===== src/rtl/cpu_pkg.sv =====
// Shared types and default widths for the memory port arbiter.
package cpu_pkg;
  localparam int ADDR_W_DEF = 32;
  localparam int DATA_W_DEF = 32;

  typedef enum logic [1:0] {
    IDLE     = 2'd0,
    SERVE_IF = 2'd1,
    SERVE_DM = 2'd2,
    DONE     = 2'd3
  } arb_state_e;
endpackage


===== src/rtl/arb_rr2.sv =====
// Two-requester grant logic: DM wins a tie unless it won the previous one,
// so contended IF/DM requests alternate. Grants only fire when i_en is high.
module arb_rr2 (
  input  logic clk_i,
  input  logic rst_n_i,
  input  logic i_en,
  input  logic i_if_req,
  input  logic i_dm_req,
  output logic o_grant_if,
  output logic o_grant_dm
);
  logic r_last_dm;

  // Grant decision from current requests and the alternation bit
  always_comb begin
    o_grant_dm = i_en & i_dm_req & (~i_if_req | ~r_last_dm);
    o_grant_if = i_en & i_if_req & ~o_grant_dm;
  end

  // Remember who got the most recent grant
  always_ff @(posedge clk_i or negedge rst_n_i) begin
    if (!rst_n_i)        r_last_dm <= 1'b0;
    else if (o_grant_dm) r_last_dm <= 1'b1;
    else if (o_grant_if) r_last_dm <= 1'b0;
  end
endmodule


===== src/rtl/mem_port_arbiter.sv =====
// Arbitrates one memory port between instruction fetch (IF) and data (DM)
// requesters. One access in flight: IDLE -> SERVE_* -> DONE -> IDLE.
// Optional feature: define MEM_ARB_STATS_EN to add conflict_cnt_o, a
// wrapping count of IDLE cycles where both requesters were asking.
module mem_port_arbiter
  import cpu_pkg::*;
#(
  parameter int ADDR_W = ADDR_W_DEF,
  parameter int DATA_W = DATA_W_DEF
) (
  input  logic              clk_i,
  input  logic              rst_n_i,
  input  logic              if_req_i,
  input  logic [ADDR_W-1:0] if_addr_i,
  output logic              if_valid_o,
  output logic [DATA_W-1:0] if_rdata_o,
  input  logic              dm_req_i,
  input  logic              dm_we_i,
  input  logic [ADDR_W-1:0] dm_addr_i,
  input  logic [DATA_W-1:0] dm_wdata_i,
  output logic              dm_valid_o,
  output logic [DATA_W-1:0] dm_rdata_o,
  output logic              mem_req_o,
  output logic              mem_we_o,
  output logic [ADDR_W-1:0] mem_addr_o,
  output logic [DATA_W-1:0] mem_wdata_o,
  input  logic              mem_ready_i,
  input  logic [DATA_W-1:0] mem_rdata_i,
  output logic              stall_if_o,
  output logic              stall_mem_o
`ifdef MEM_ARB_STATS_EN
  ,
  output logic [31:0]       conflict_cnt_o
`endif
);
  arb_state_e        r_state, w_state_nxt;
  logic              w_idle, w_serve, w_grant_if, w_grant_dm;
  logic              r_mem_req, r_mem_we, r_if_valid, r_dm_valid;
  logic [ADDR_W-1:0] r_addr;
  logic [DATA_W-1:0] r_wdata, r_if_rdata, r_dm_rdata;

  assign w_idle  = (r_state == IDLE);
  assign w_serve = (r_state == SERVE_IF) || (r_state == SERVE_DM);

  arb_rr2 u_arb (
    .clk_i      (clk_i),
    .rst_n_i    (rst_n_i),
    .i_en       (w_idle),
    .i_if_req   (if_req_i),
    .i_dm_req   (dm_req_i),
    .o_grant_if (w_grant_if),
    .o_grant_dm (w_grant_dm)
  );

  // Next-state: ready is only meaningful while serving
  always_comb begin
    w_state_nxt = r_state;
    case (r_state)
      IDLE: begin
        if (w_grant_dm)      w_state_nxt = SERVE_DM;
        else if (w_grant_if) w_state_nxt = SERVE_IF;
      end
      SERVE_IF, SERVE_DM: if (mem_ready_i) w_state_nxt = DONE;
      DONE:    w_state_nxt = IDLE;
      default: w_state_nxt = IDLE;
    endcase
  end

  // State register
  always_ff @(posedge clk_i or negedge rst_n_i) begin
    if (!rst_n_i) r_state <= IDLE;
    else          r_state <= w_state_nxt;
  end

  // Request latch on grant, completion capture on ready; valids live only in DONE
  always_ff @(posedge clk_i or negedge rst_n_i) begin
    if (!rst_n_i) begin
      r_mem_req  <= 1'b0;
      r_mem_we   <= 1'b0;
      r_addr     <= '0;
      r_wdata    <= '0;
      r_if_valid <= 1'b0;
      r_dm_valid <= 1'b0;
      r_if_rdata <= '0;
      r_dm_rdata <= '0;
    end else begin
      r_if_valid <= 1'b0;
      r_dm_valid <= 1'b0;
      if (w_grant_dm) begin
        r_mem_req <= 1'b1;
        r_mem_we  <= dm_we_i;
        r_addr    <= dm_addr_i;
        r_wdata   <= dm_wdata_i;
      end else if (w_grant_if) begin
        r_mem_req <= 1'b1;
        r_mem_we  <= 1'b0;
        r_addr    <= if_addr_i;
        r_wdata   <= '0;
      end else if (w_serve && mem_ready_i) begin
        r_mem_req <= 1'b0;
        r_mem_we  <= 1'b0;
        if (r_state == SERVE_DM) begin
          r_dm_valid <= 1'b1;
          // Writes complete without disturbing the last read data
          if (!r_mem_we) r_dm_rdata <= mem_rdata_i;
        end else begin
          r_if_valid <= 1'b1;
          r_if_rdata <= mem_rdata_i;
        end
      end
    end
  end

`ifdef MEM_ARB_STATS_EN
  logic [31:0] r_conflict_cnt;

  // Count contended IDLE cycles; natural wrap at 2^32
  always_ff @(posedge clk_i or negedge rst_n_i) begin
    if (!rst_n_i)                           r_conflict_cnt <= '0;
    else if (w_idle && if_req_i && dm_req_i) r_conflict_cnt <= r_conflict_cnt + 32'd1;
  end

  assign conflict_cnt_o = r_conflict_cnt;
`endif

  assign mem_req_o   = r_mem_req;
  assign mem_we_o    = r_mem_we;
  assign mem_addr_o  = r_addr;
  assign mem_wdata_o = r_wdata;
  assign if_valid_o  = r_if_valid;
  assign dm_valid_o  = r_dm_valid;
  assign if_rdata_o  = r_if_rdata;
  assign dm_rdata_o  = r_dm_rdata;
  assign stall_if_o  = if_req_i & ~r_if_valid;
  assign stall_mem_o = dm_req_i & ~r_dm_valid;
endmodule


===== config.mk =====
export PLATFORM = sky130hd
export DESIGN_NAME = mem_port_arbiter
export DESIGN_NICKNAME = d
export VERILOG_FILES = /design/src/rtl/cpu_pkg.sv /design/src/rtl/arb_rr2.sv /design/src/rtl/mem_port_arbiter.sv
export SDC_FILE = /design/constraint.sdc
export NUM_CORES = 1
export LEC_CHECK = 0
export BUFFER_PORTS_ARGS = -buffer_cell sky130_fd_sc_hd__buf_2
export CORE_ASPECT_RATIO = 1.2
export CORE_MARGIN = 1
export CORE_UTILIZATION = 50
export DETAILED_ROUTE_END_ITERATION = 12
export PLACE_DENSITY = 0.87
export SYNTH_ARGS = -nofsm -noshare
export SYNTH_HDL_FRONTEND = slang
export SYNTH_SLANG_ARGS = --single-unit

===== constraint.sdc =====
create_clock -name clk_i -period 3.45 [get_ports clk_i]
set_input_delay 0.345 -clock clk_i [delete_from_list [all_inputs] [get_ports clk_i]]
set_output_delay 0.345 -clock clk_i [all_outputs]
set_load 0.02 [all_outputs]

==> impl_metrics.toml, run 1 <==
[die]
core_um2 = 10600
start_util_pct = 51.8
die_w_um = 97.5
die_h_um = 117
dieArea_um2 = 11400
num_rows = 41
io_pins = 268

[timing]
skew_ps = 8.07
setup_viol = 0
slew_headroom_pct = 23.7
fmax_ghz = 0.395
drv_slew = 0
rsz0062_at_grt = "no"
worst_pin_slew_ps = 1140
finalCriticalPeriod_ps = 2530
worst_hold_slack_ps = 17.1
hold_viol = 0
finalCritPeriodShare_pct = 73.3
fin_tns_setup_ps = 0

[clock_tree]
cts_buffer_depth = 2
path_clk_slew_ps = 60
ctsRootBufferMaster = "clkbuf_16"
clock-sinks = 135
hold_buffers = 0
cts_setup_buffers = 0
htreeDepth = 4
cts_tree = "yes"
cts_inserted_buffers = 17
clock_latency_ps = 410
ctsResizeCount = 0

[grt]
met1_usage_pct = 28.7
grt_pass1_wl_um = 21900
met2_usage_pct = 42.8
overflow = 0
grt-busiest-layer = "met2"
grtUsageTotal_pct = 24.8
grt_pass1_vias = 4477
grt_max_degree = 71
antenna_found_initial = 0
use_met3_pct = 6.64

[hold_path]
holdCritPathClass = "in2async"

[pwr]
power_frac_seq_pct = 33.7
combPwrFrac_pct = 42.9
p_int_w = 0.00505
p_switching_w = 0.00321
leakage_nw = 3.70
p_sw_share_pct = 38.9
power.density_nw_per_um2 = 1100
clock_power_share_pct = 23.4
ir_drop_v = 0.000626

[worst_setup_path]
required_ps = 3790
end_kind = "flip-flop"
crit-reg2reg-launch = "r_state[1]"
r2r_setup_slack_ps = 920
reg2reg_to = "mem_wdata_o[4]"
r2r_cells = 7
critPathKind = "reg2reg"
worstPathArrival_ps = 2870
path_max_fanout = 38
startpoint_type = "flip-flop"

[synthesis]
avgSynthCellArea_um2 = 12.8
synth_nets = 563
synth_top_area_share_pct = 61.7
syn_inst = 426
yosysTopAreaCell = "dfrtp_1"
yosysSeqAreaShare_pct = 61.7
ys_ff_latch = 135
yosys_warnings = 0
ys_top_cells_by_area = "dfrtp_1 (62%), mux2_2 (13%), a22o_1 (5.1%), a31oi_1 (3.7%), nand4_1 (3.7%)"
syn_area_um2 = 5470
ys_types = 28

[placement]
gp_congestion = 0.813
numPortBuffers = 267
dp.cells = 794
dp_hpwl_um = 9770

[cells_and_area]
nets = 821
drive_gt1_share_pct = 53.4
instances_no_fill = 827
syn2layout_area_growth_pct = 37.3

[flow_run]
drv_cap = 0

[routing]
drtIter0Drc = 259
firstDrtPassIters = 5
drc = 0
totalWireLength_um = 14300
wl_per_cell_um = 17.3
drt-vias-per-instance = 5.58
vias = 4618
ant_nets = 0

[status]
status = "completed"
[metrics by stage]
stage | setup slack [ps] | area (um^2) | utilization, % | total power [W]
after floorplan | 1530 | 5470 | - | 0.00515
after global routing | 730 | 7510 | 71.1 | 0.00872
after detailed placement | 974 | 6880 | 65.1 | 0.00636
final | 919 | 7520 | 71.1 | 0.00827
after CTS | 932 | 7510 | 71.1 | 0.00833
after global placement | 1090 | 6880 | 65.1 | 0.00621
[cell families (layout without fill, tap and decap cells)]
kind of cell	count (synthesis)	in the layout	synth area share [%]
DFF	135	135	61.7
AOI/OAI and AO/OA	103	103	12.7
and+or+nand+nor	80	80	7.73
muxes	66	66	13.5
buffers and inverters	39	310	3.61
adders and majority gates	3	3	0.686
other	0	1	0
[final cells by class]
class	instances	area (um^2)
antenna	1	2.50
clock buffer	20	437
clock inverter	12	201
fill	726	3050
inverter	2	7.51
multi-input combinational	252	1910
sequential	135	3380
tap	129	161
timing repair buffer	276	1420
[power by group through the flow]
stage	sequential, W	combinational (W)	clock (W)
2_1_floorplan	0.00371	0.00144	0
3_3_place_gp	0.00275	0.00346	0
3_5_place_dp	0.00279	0.00357	0
4_1_cts	0.00278	0.00358	0.00197
5_1_grt	0.00288	0.00380	0.00204
6_report	0.00278	0.00355	0.00194
[cell usage after synthesis]
cell type  count
inv_1          2
and2_0         1
a21o_1         1
buf_1          1
a21oi_1        1
a31oi_1       32
o21ai_1        1
a41oi_1        1
nor2b_1        4
nand4_1       32
nand2_1        5
nor4b_4        1
nor3_2         1
clkbuf_1      25
o21ai_0       32
mux2i_1        2
o21a_2         1
a32o_1         1
a22o_1        32
buf_2          5
nor3b_1        1
mux2_1         2
buf_6          6
mux2_2        62
nor2_1        35
dfrtp_1      135
a41o_1         1
ha_1           3
[worst max-delay path, stage by stage, from the launching register on]
cell and delay (ps):
dfrtp_1 380, inv_1 100, ha_1 150, buf_4 350
nand2_1 650, nor2_2 270, buf_4 340, a22o_1 190
[routing by layer]
metal / wire length, um / vias to the layer above
met2: 7650 / 250
met1: 5270 / 2233
met4: 407 / 0
met5: 0 / -
li1: - / 2101
met3: 963 / 34
[how the worst max path moves through the flow]
stage	slack, ps	end	from	depth (start not counted)
after floorplan	1530	dm_rdata_o[10]	r_state[0]	7
after global placement	1090	mem_wdata_o[28]	r_state[0]	7
after detailed placement	970	mem_wdata_o[4]	r_state[1]	7
after CTS	930	mem_wdata_o[4]	r_state[0]	7
after global routing	730	mem_wdata_o[4]	r_state[0]	7
final	920	mem_wdata_o[4]	r_state[1]	7
[cells in the final DEF, fill, tap and decap left out, drive strengths merged]
| cell | Yosys | layout |
|---|---|---|
| a41o | 1 | 1 |
| a41oi | 1 | 1 |
| nand4 | 32 | 32 |
| inv | 2 | 2 |
| a21o | 1 | 1 |
| clkinv | 0 | 5 |
| bufinv | 0 | 5 |
| nor3b | 1 | 1 |
| a31oi | 32 | 32 |
| nor2b | 4 | 4 |
| o21a | 1 | 1 |
| mux2 | 64 | 64 |
| a21oi | 1 | 1 |
| o21ai | 33 | 33 |
| buf | 12 | 276 |
| ha | 3 | 3 |
| and2 | 1 | 1 |
| a32o | 1 | 1 |
| nor4b | 1 | 1 |
| diode | 0 | 1 |
| dfrtp | 135 | 135 |
| a22o | 32 | 32 |
| clkbuf | 25 | 20 |
| nor2 | 35 | 35 |
| nor3 | 1 | 1 |
| clkinvlp | 0 | 2 |
| mux2i | 2 | 2 |
| nand2 | 5 | 5 |
[registers in the layout, summed over array words and instances, names as in the netlist, 2 cells and up]
signal       flops
mem_addr_o      32
r_state          2
dm_rdata_o      32
if_rdata_o      32
mem_wdata_o     32
No activity file was read; power rests on OpenSTA's default activity.
==> run 2, diff against run 1 <==
--- a/config.mk
+++ b/config.mk
@@ -8,9 +8,9 @@
 export BUFFER_PORTS_ARGS = -buffer_cell sky130_fd_sc_hd__buf_2
 export CORE_ASPECT_RATIO = 1.2
 export CORE_MARGIN = 1
-export CORE_UTILIZATION = 50
+export CORE_UTILIZATION = 42
 export DETAILED_ROUTE_END_ITERATION = 12
-export PLACE_DENSITY = 0.87
+export PLACE_DENSITY = 0.78
 export SYNTH_ARGS = -nofsm -noshare
 export SYNTH_HDL_FRONTEND = slang
 export SYNTH_SLANG_ARGS = --single-unit
==> constraint.sdc (replaced) <==
create_clock -name clk_i -period 2.1 [get_ports clk_i]
set_input_delay 0.21 -clock clk_i [delete_from_list [all_inputs] [get_ports clk_i]]
set_output_delay 0.21 -clock clk_i [all_outputs]
set_load 0.02 [all_outputs]
==> run 2 against run 1 <==
  * Register-to-register slack worse by 750 ps
  * Clock skew is 0.59 ps lower
  * Design area is 0.73% higher
  * Die area is 19% higher
  * Critical endpoint is now dm_rdata_o[16]
  * Largest power group unchanged
==> impl_metrics.toml, run 2 (synthesized netlist as in run 1, its figures left out) <==
[cells_and_area]
drive_gt1_share_pct = 53.9
final_util_pct = 59.8
layout_common_cells = "buf_2 (266), dfrtp_1 (135), mux2_2 (62)"
fin_area_um2 = 7570
final_common_cell = "buf_2"
syn2layout_area_growth_pct = 38.3
nets = 826
diodes = 0
instances_no_fill = 865

[routing]
wl_per_cell_um = 16.3
firstDrtPassIters = 5
vias = 4551
drt-vias-per-instance = 5.26
totalWireLength_um = 14100
drtIter0Drc = 230
ant_nets = 0
drc = 0

[die]
core_um2 = 12700
num_rows = 45
dieArea_um2 = 13500
die_w_um = 106
start_util_pct = 43.2
die_h_um = 127
io_pins = 268

[timing]
finalCritPeriodShare_pct = 91.8
slew_headroom_pct = 60.6
fmax_ghz = 0.519
rsz0062_at_grt = "no"
drv_slew = 0
hold_viol = 0
worst_pin_slew_ps = 591
skew_ps = 7.48
fin_ws_ps = 173
fin_tns_setup_ps = 0
finalCriticalPeriod_ps = 1930
setup_viol = 0

[pwr]
p_switching_w = 0.00536
p_sw_share_pct = 40.4
combPwrFrac_pct = 44.4
power_frac_seq_pct = 34.4
p_int_w = 0.00792
ir_drop_v = 0.000943
power.density_nw_per_um2 = 1760
clock_power_share_pct = 21.2
leakage_nw = 3.70

[worst_setup_path]
critPathKind = "reg2reg"
worstPathArrival_ps = 2210
end_kind = "flip-flop"
path_max_fanout = 32
startpoint_type = "flip-flop"
required_ps = 2380

[clock_tree]
cts_tree = "yes"
cts_setup_buffers = 0
cts_buffer_depth = 2
cts_inserted_buffers = 17
htreeDepth = 4
clock-sinks = 135
clock_latency_ps = 400
path_clk_slew_ps = 60
ctsRootBufferMaster = "clkbuf_16"

[grt]
antenna_found_initial = 0
overflow = 0
grtUsageTotal_pct = 21.5
grt_pass1_wl_um = 22900
grt_max_degree = 66
grt_pass1_vias = 4698

[placement]
gp_congestion = 0.853
pre_cts_slack_ps = 170
dpl_cell_area_um2 = 6990
dp_hpwl_um = 10200
dp.cells = 833
numPortBuffers = 267

[flow_run]
drv_cap = 0

[hold_path]
holdCritPathClass = "in2reg"

[status]
status = "completed"
[run 2: changes by cell type in the layout (fill, tap and decap cells not counted)]
cell	before	now
bufinv_16	5	1
clkinv_4	3	2
clkinvlp_4	2	3
buf_12	1	4
buf_4	9	8
inv_6	0	5
dlygate4sd3_1	0	1
diode_2	1	0
clkinv_2	2	1
clkbuf_1	3	0
buf_6	0	2
inv_8	0	2
[run 2: path summary, 6_finish.rpt]
kind | to | slack [ps] | from | depth (start not counted)
setup / recovery | dm_rdata_o[16] | 170 | r_state[1] | 6
max in group asynchronous | mem_addr_o[0] | 1110 | rst_n_i | 3
hold / removal | mem_wdata_o[14] | 20 | dm_wdata_i[14] | 2
setup reg to reg | dm_rdata_o[16] | 170 | r_state[1] | 6
min in group asynchronous | mem_wdata_o[24] | 360 | rst_n_i | 2
hold reg to reg | dm_rdata_o[2] | 480 | dm_rdata_o[2] | 1
[run 2: power groups by stage]
| stage | clock network, W | logic, W | registers [W] |
|---|---|---|---|
| after floorplan | 0 | 0.00237 | 0.00609 |
| after global placement | 0 | 0.00577 | 0.00455 |
| after detailed placement | 0 | 0.00595 | 0.00460 |
| after CTS | 0.00289 | 0.00594 | 0.00459 |
| after global routing | 0.00302 | 0.00634 | 0.00474 |
| final | 0.00282 | 0.00589 | 0.00457 |
[run 2: critical path, stage by stage, from the launching register on]
cell     delay (ps)
dfrtp_1         350
inv_1            70
ha_1            320
nand2_1         150
nor4b_4         290
buf_12          250
mux2_2          370
[run 2: layout make-up]
class | count | area (um^2)
fill | 1013 | 5100
sequential | 135 | 3380
inverter | 2 | 7.51
multi-input combinational | 252 | 1910
clock buffer | 17 | 425
timing repair buffer | 281 | 1500
clock inverter | 14 | 141
tap | 164 | 205
[run 2: repair_timing]
item,in CTS,in global routing
resized for setup,0,1
hold buffers,1,0
hold endpoints to repair,60,0
endpoints found under the setup margin,0,8
[run 2: metrics by stage]
| step | hold slack [ps] | total power, W |
|---|---|---|
| floorplan | -85.6 | 0.00846 |
| global placement | 218 | 0.0103 |
| detailed placement | 230 | 0.0106 |
| CTS | 2.00 | 0.0134 |
| global route | 2.74 | 0.0141 |
| finish | 22.3 | 0.0133 |
[run 2: per-layer routing]
layer | GRT usage, % | vias up | part of all wire, %
met5 | 0 | - | 0
met1 | 24.9 | 2219 | 38
met2 | 38.2 | 207 | 54
li1 | - | 2099 | -
met3 | 4.64 | 26 | 5.6
met4 | 9.23 | 0 | 2.4
==> run 3, diff against run 2 <==
--- a/config.mk
+++ b/config.mk
@@ -8,9 +8,10 @@
 export BUFFER_PORTS_ARGS = -buffer_cell sky130_fd_sc_hd__buf_2
 export CORE_ASPECT_RATIO = 1.2
 export CORE_MARGIN = 1
-export CORE_UTILIZATION = 42
+export CORE_UTILIZATION = 43
+export CTS_BUF_LIST = sky130_fd_sc_hd__clkbuf_4 sky130_fd_sc_hd__clkbuf_8
 export DETAILED_ROUTE_END_ITERATION = 12
-export PLACE_DENSITY = 0.78
+export PLACE_DENSITY = 0.8
 export SYNTH_ARGS = -nofsm -noshare
 export SYNTH_HDL_FRONTEND = slang
 export SYNTH_SLANG_ARGS = --single-unit
==> run 3 against run 2 <==
  * Setup slack lost 69 ps
  * First-iteration DRC count is 31% higher
  * Sequential power hardly changed
  * Final cell count up 6.0%
  * Die area decreased by 2.3%
  * Wire length is 12% higher
  * Maximum frequency down 3.5%
  * Count of clock-buffer cells in the layout up 6
  * Hold slack got worse by 5.3 ps
  * Non-clock buffer count grew 55
  * Critical endpoint is now dm_rdata_o[25]
  * Clock power down 29%
  * Largest cell class unchanged
  * Clock skew up 11 ps
==> impl_metrics.toml, run 3 (synthesized netlist as in run 1, its figures left out) <==
[cells_and_area]
nets = 881
multi_input_area_um2 = 1910
ff_latch_area_um2 = 3380
fin_area_um2 = 7920
layout_common_cells = "buf_2 (266), dfrtp_1 (135), mux2_2 (62)"
syn2layout_area_growth_pct = 44.7
fillers = 903
final_common_cell = "buf_2"
diodes = 0
drive_gt1_share_pct = 50.4

[worst_setup_path]
end_kind = "flip-flop"
startpoint_type = "flip-flop"
required_ps = 2430
worstPathArrival_ps = 2330
critPathKind = "reg2reg"
path_max_fanout = 16

[timing]
worst_pin_slew_ps = 581
fin_ws_ps = 104
finalCritPeriodShare_pct = 95.1
fmax_ghz = 0.501
hold_viol = 0
finalCriticalPeriod_ps = 2000
rsz0062_at_grt = "no"
slew_headroom_pct = 61.3
setup_viol = 0
drv_slew = 0
skew_ps = 18.0
fin_tns_setup_ps = 0

[hold_path]
holdCritPathClass = "in2reg"

[grt]
grt_max_degree = 66
grtUsageTotal_pct = 24.3
overflow = 0
grt_pass1_vias = 4950
antenna_found_initial = 0
grt_pass1_wl_um = 24800

[routing]
firstDrtPassIters = 5
ant_nets = 0
drc = 0
vias = 4930
wl_per_cell_um = 17.3
totalWireLength_um = 15800
drtIter0Drc = 301
drt-vias-per-instance = 5.38

[placement]
numPortBuffers = 267
pre_cts_slack_ps = 102
dp_hpwl_um = 10000
gp_congestion = 0.836
dpl_cell_area_um2 = 6970

[pwr]
power_frac_seq_pct = 36.3
power.density_nw_per_um2 = 1600
p_switching_w = 0.00527
p_sw_share_pct = 41.7
leakage_nw = 3.85
clock_power_share_pct = 15.8
ir_drop_v = 0.000869
combPwrFrac_pct = 47.8
p_int_w = 0.00738

[clock_tree]
cts_tree = "yes"
htreeDepth = 4
clock_latency_ps = 450
clock-sinks = 135
ctsRootBufferMaster = "clkbuf_8"
path_clk_slew_ps = 70
cts_buffer_depth = 2
cts_inserted_buffers = 17

[die]
die_h_um = 126
num_rows = 44
core_um2 = 12300
io_pins = 268
die_w_um = 105
start_util_pct = 44.6
dieArea_um2 = 13200

[flow_run]
drv_cap = 0

[status]
status = "completed"
[run 3: changes by cell type in the layout (fill, tap and decap cells not counted), sizes merged]
| cell | before | now |
|---|---|---|
| clkinv | 3 | 6 |
| clkbuf | 17 | 24 |
| buf | 280 | 281 |
| inv | 9 | 2 |
| clkinvlp | 3 | 1 |
| dlygate4sd3 | 1 | 54 |
[run 3: routing by layer]
layer  track usage, %  part of all wire, %
met4             13.7                  3.3
met1             27.9                   39
met5                0                    0
met3             6.26                  6.5
met2             41.1                   51
[run 3: path summary, 6_finish.rpt]
kind / startpoint / endpoint / slack, ps / cells after the start
min in group asynchronous: rst_n_i / mem_addr_o[7] / 290 / 2
setup / recovery: r_state[0] / dm_rdata_o[25] / 100 / 7
hold reg to reg: mem_req_o / mem_req_o / 490 / 2
hold / removal: mem_rdata_i[22] / if_rdata_o[22] / 20 / 2
max in group asynchronous: rst_n_i / mem_wdata_o[26] / 1100 / 3
setup reg to reg: r_state[0] / dm_rdata_o[25] / 100 / 7
[run 3: power groups by stage]
stage / clock network (W) / logic, W / registers, W
3_3_place_gp: 0 / 0.00573 / 0.00454
2_1_floorplan: 0 / 0.00237 / 0.00609
6_report: 0.00200 / 0.00605 / 0.00459
3_5_place_dp: 0 / 0.00592 / 0.00460
4_1_cts: 0.00205 / 0.00599 / 0.00458
5_1_grt: 0.00214 / 0.00646 / 0.00474
[run 3: layout make-up]
type                       count  share of cell area (%)
clock inverter                 8                   0.948
sequential                   135                    42.7
clock buffer                  23                    3.68
inverter                       2                  0.0948
multi-input combinational    252                    24.1
tap                          161                    2.54
timing repair buffer         336                    25.9
[run 3: worst max-delay path, stage by stage, from the launching register on]
cell	delay, ps
dfrtp_1	340
inv_1	80
ha_1	350
nand2_2	140
nor4b_4	270
buf_4	180
clkbuf_16	180
mux2_2	340
[run 3: metrics by stage]
| step | total power, W | hold WS [ps] | util, % | cells |
|---|---|---|---|---|
| after floorplan | 0.00846 | -85.6 | - | 426 |
| after global placement | 0.0103 | 212 | 56.8 | 830 |
| after detailed placement | 0.0105 | 222 | 56.8 | 830 |
| after CTS | 0.0126 | 0.152 | 64.2 | 915 |
| after global routing | 0.0133 | 7.46 | 64.5 | 917 |
| final | 0.0126 | 17.0 | 64.5 | 917 |
[run 3: repair_timing]
action,4_1_cts,5_1_grt
setup endpoints to repair,0,44
hold buffers,54,0
resized for setup,0,2
endpoints found under the hold margin,125,0
buffers inserted,0,1
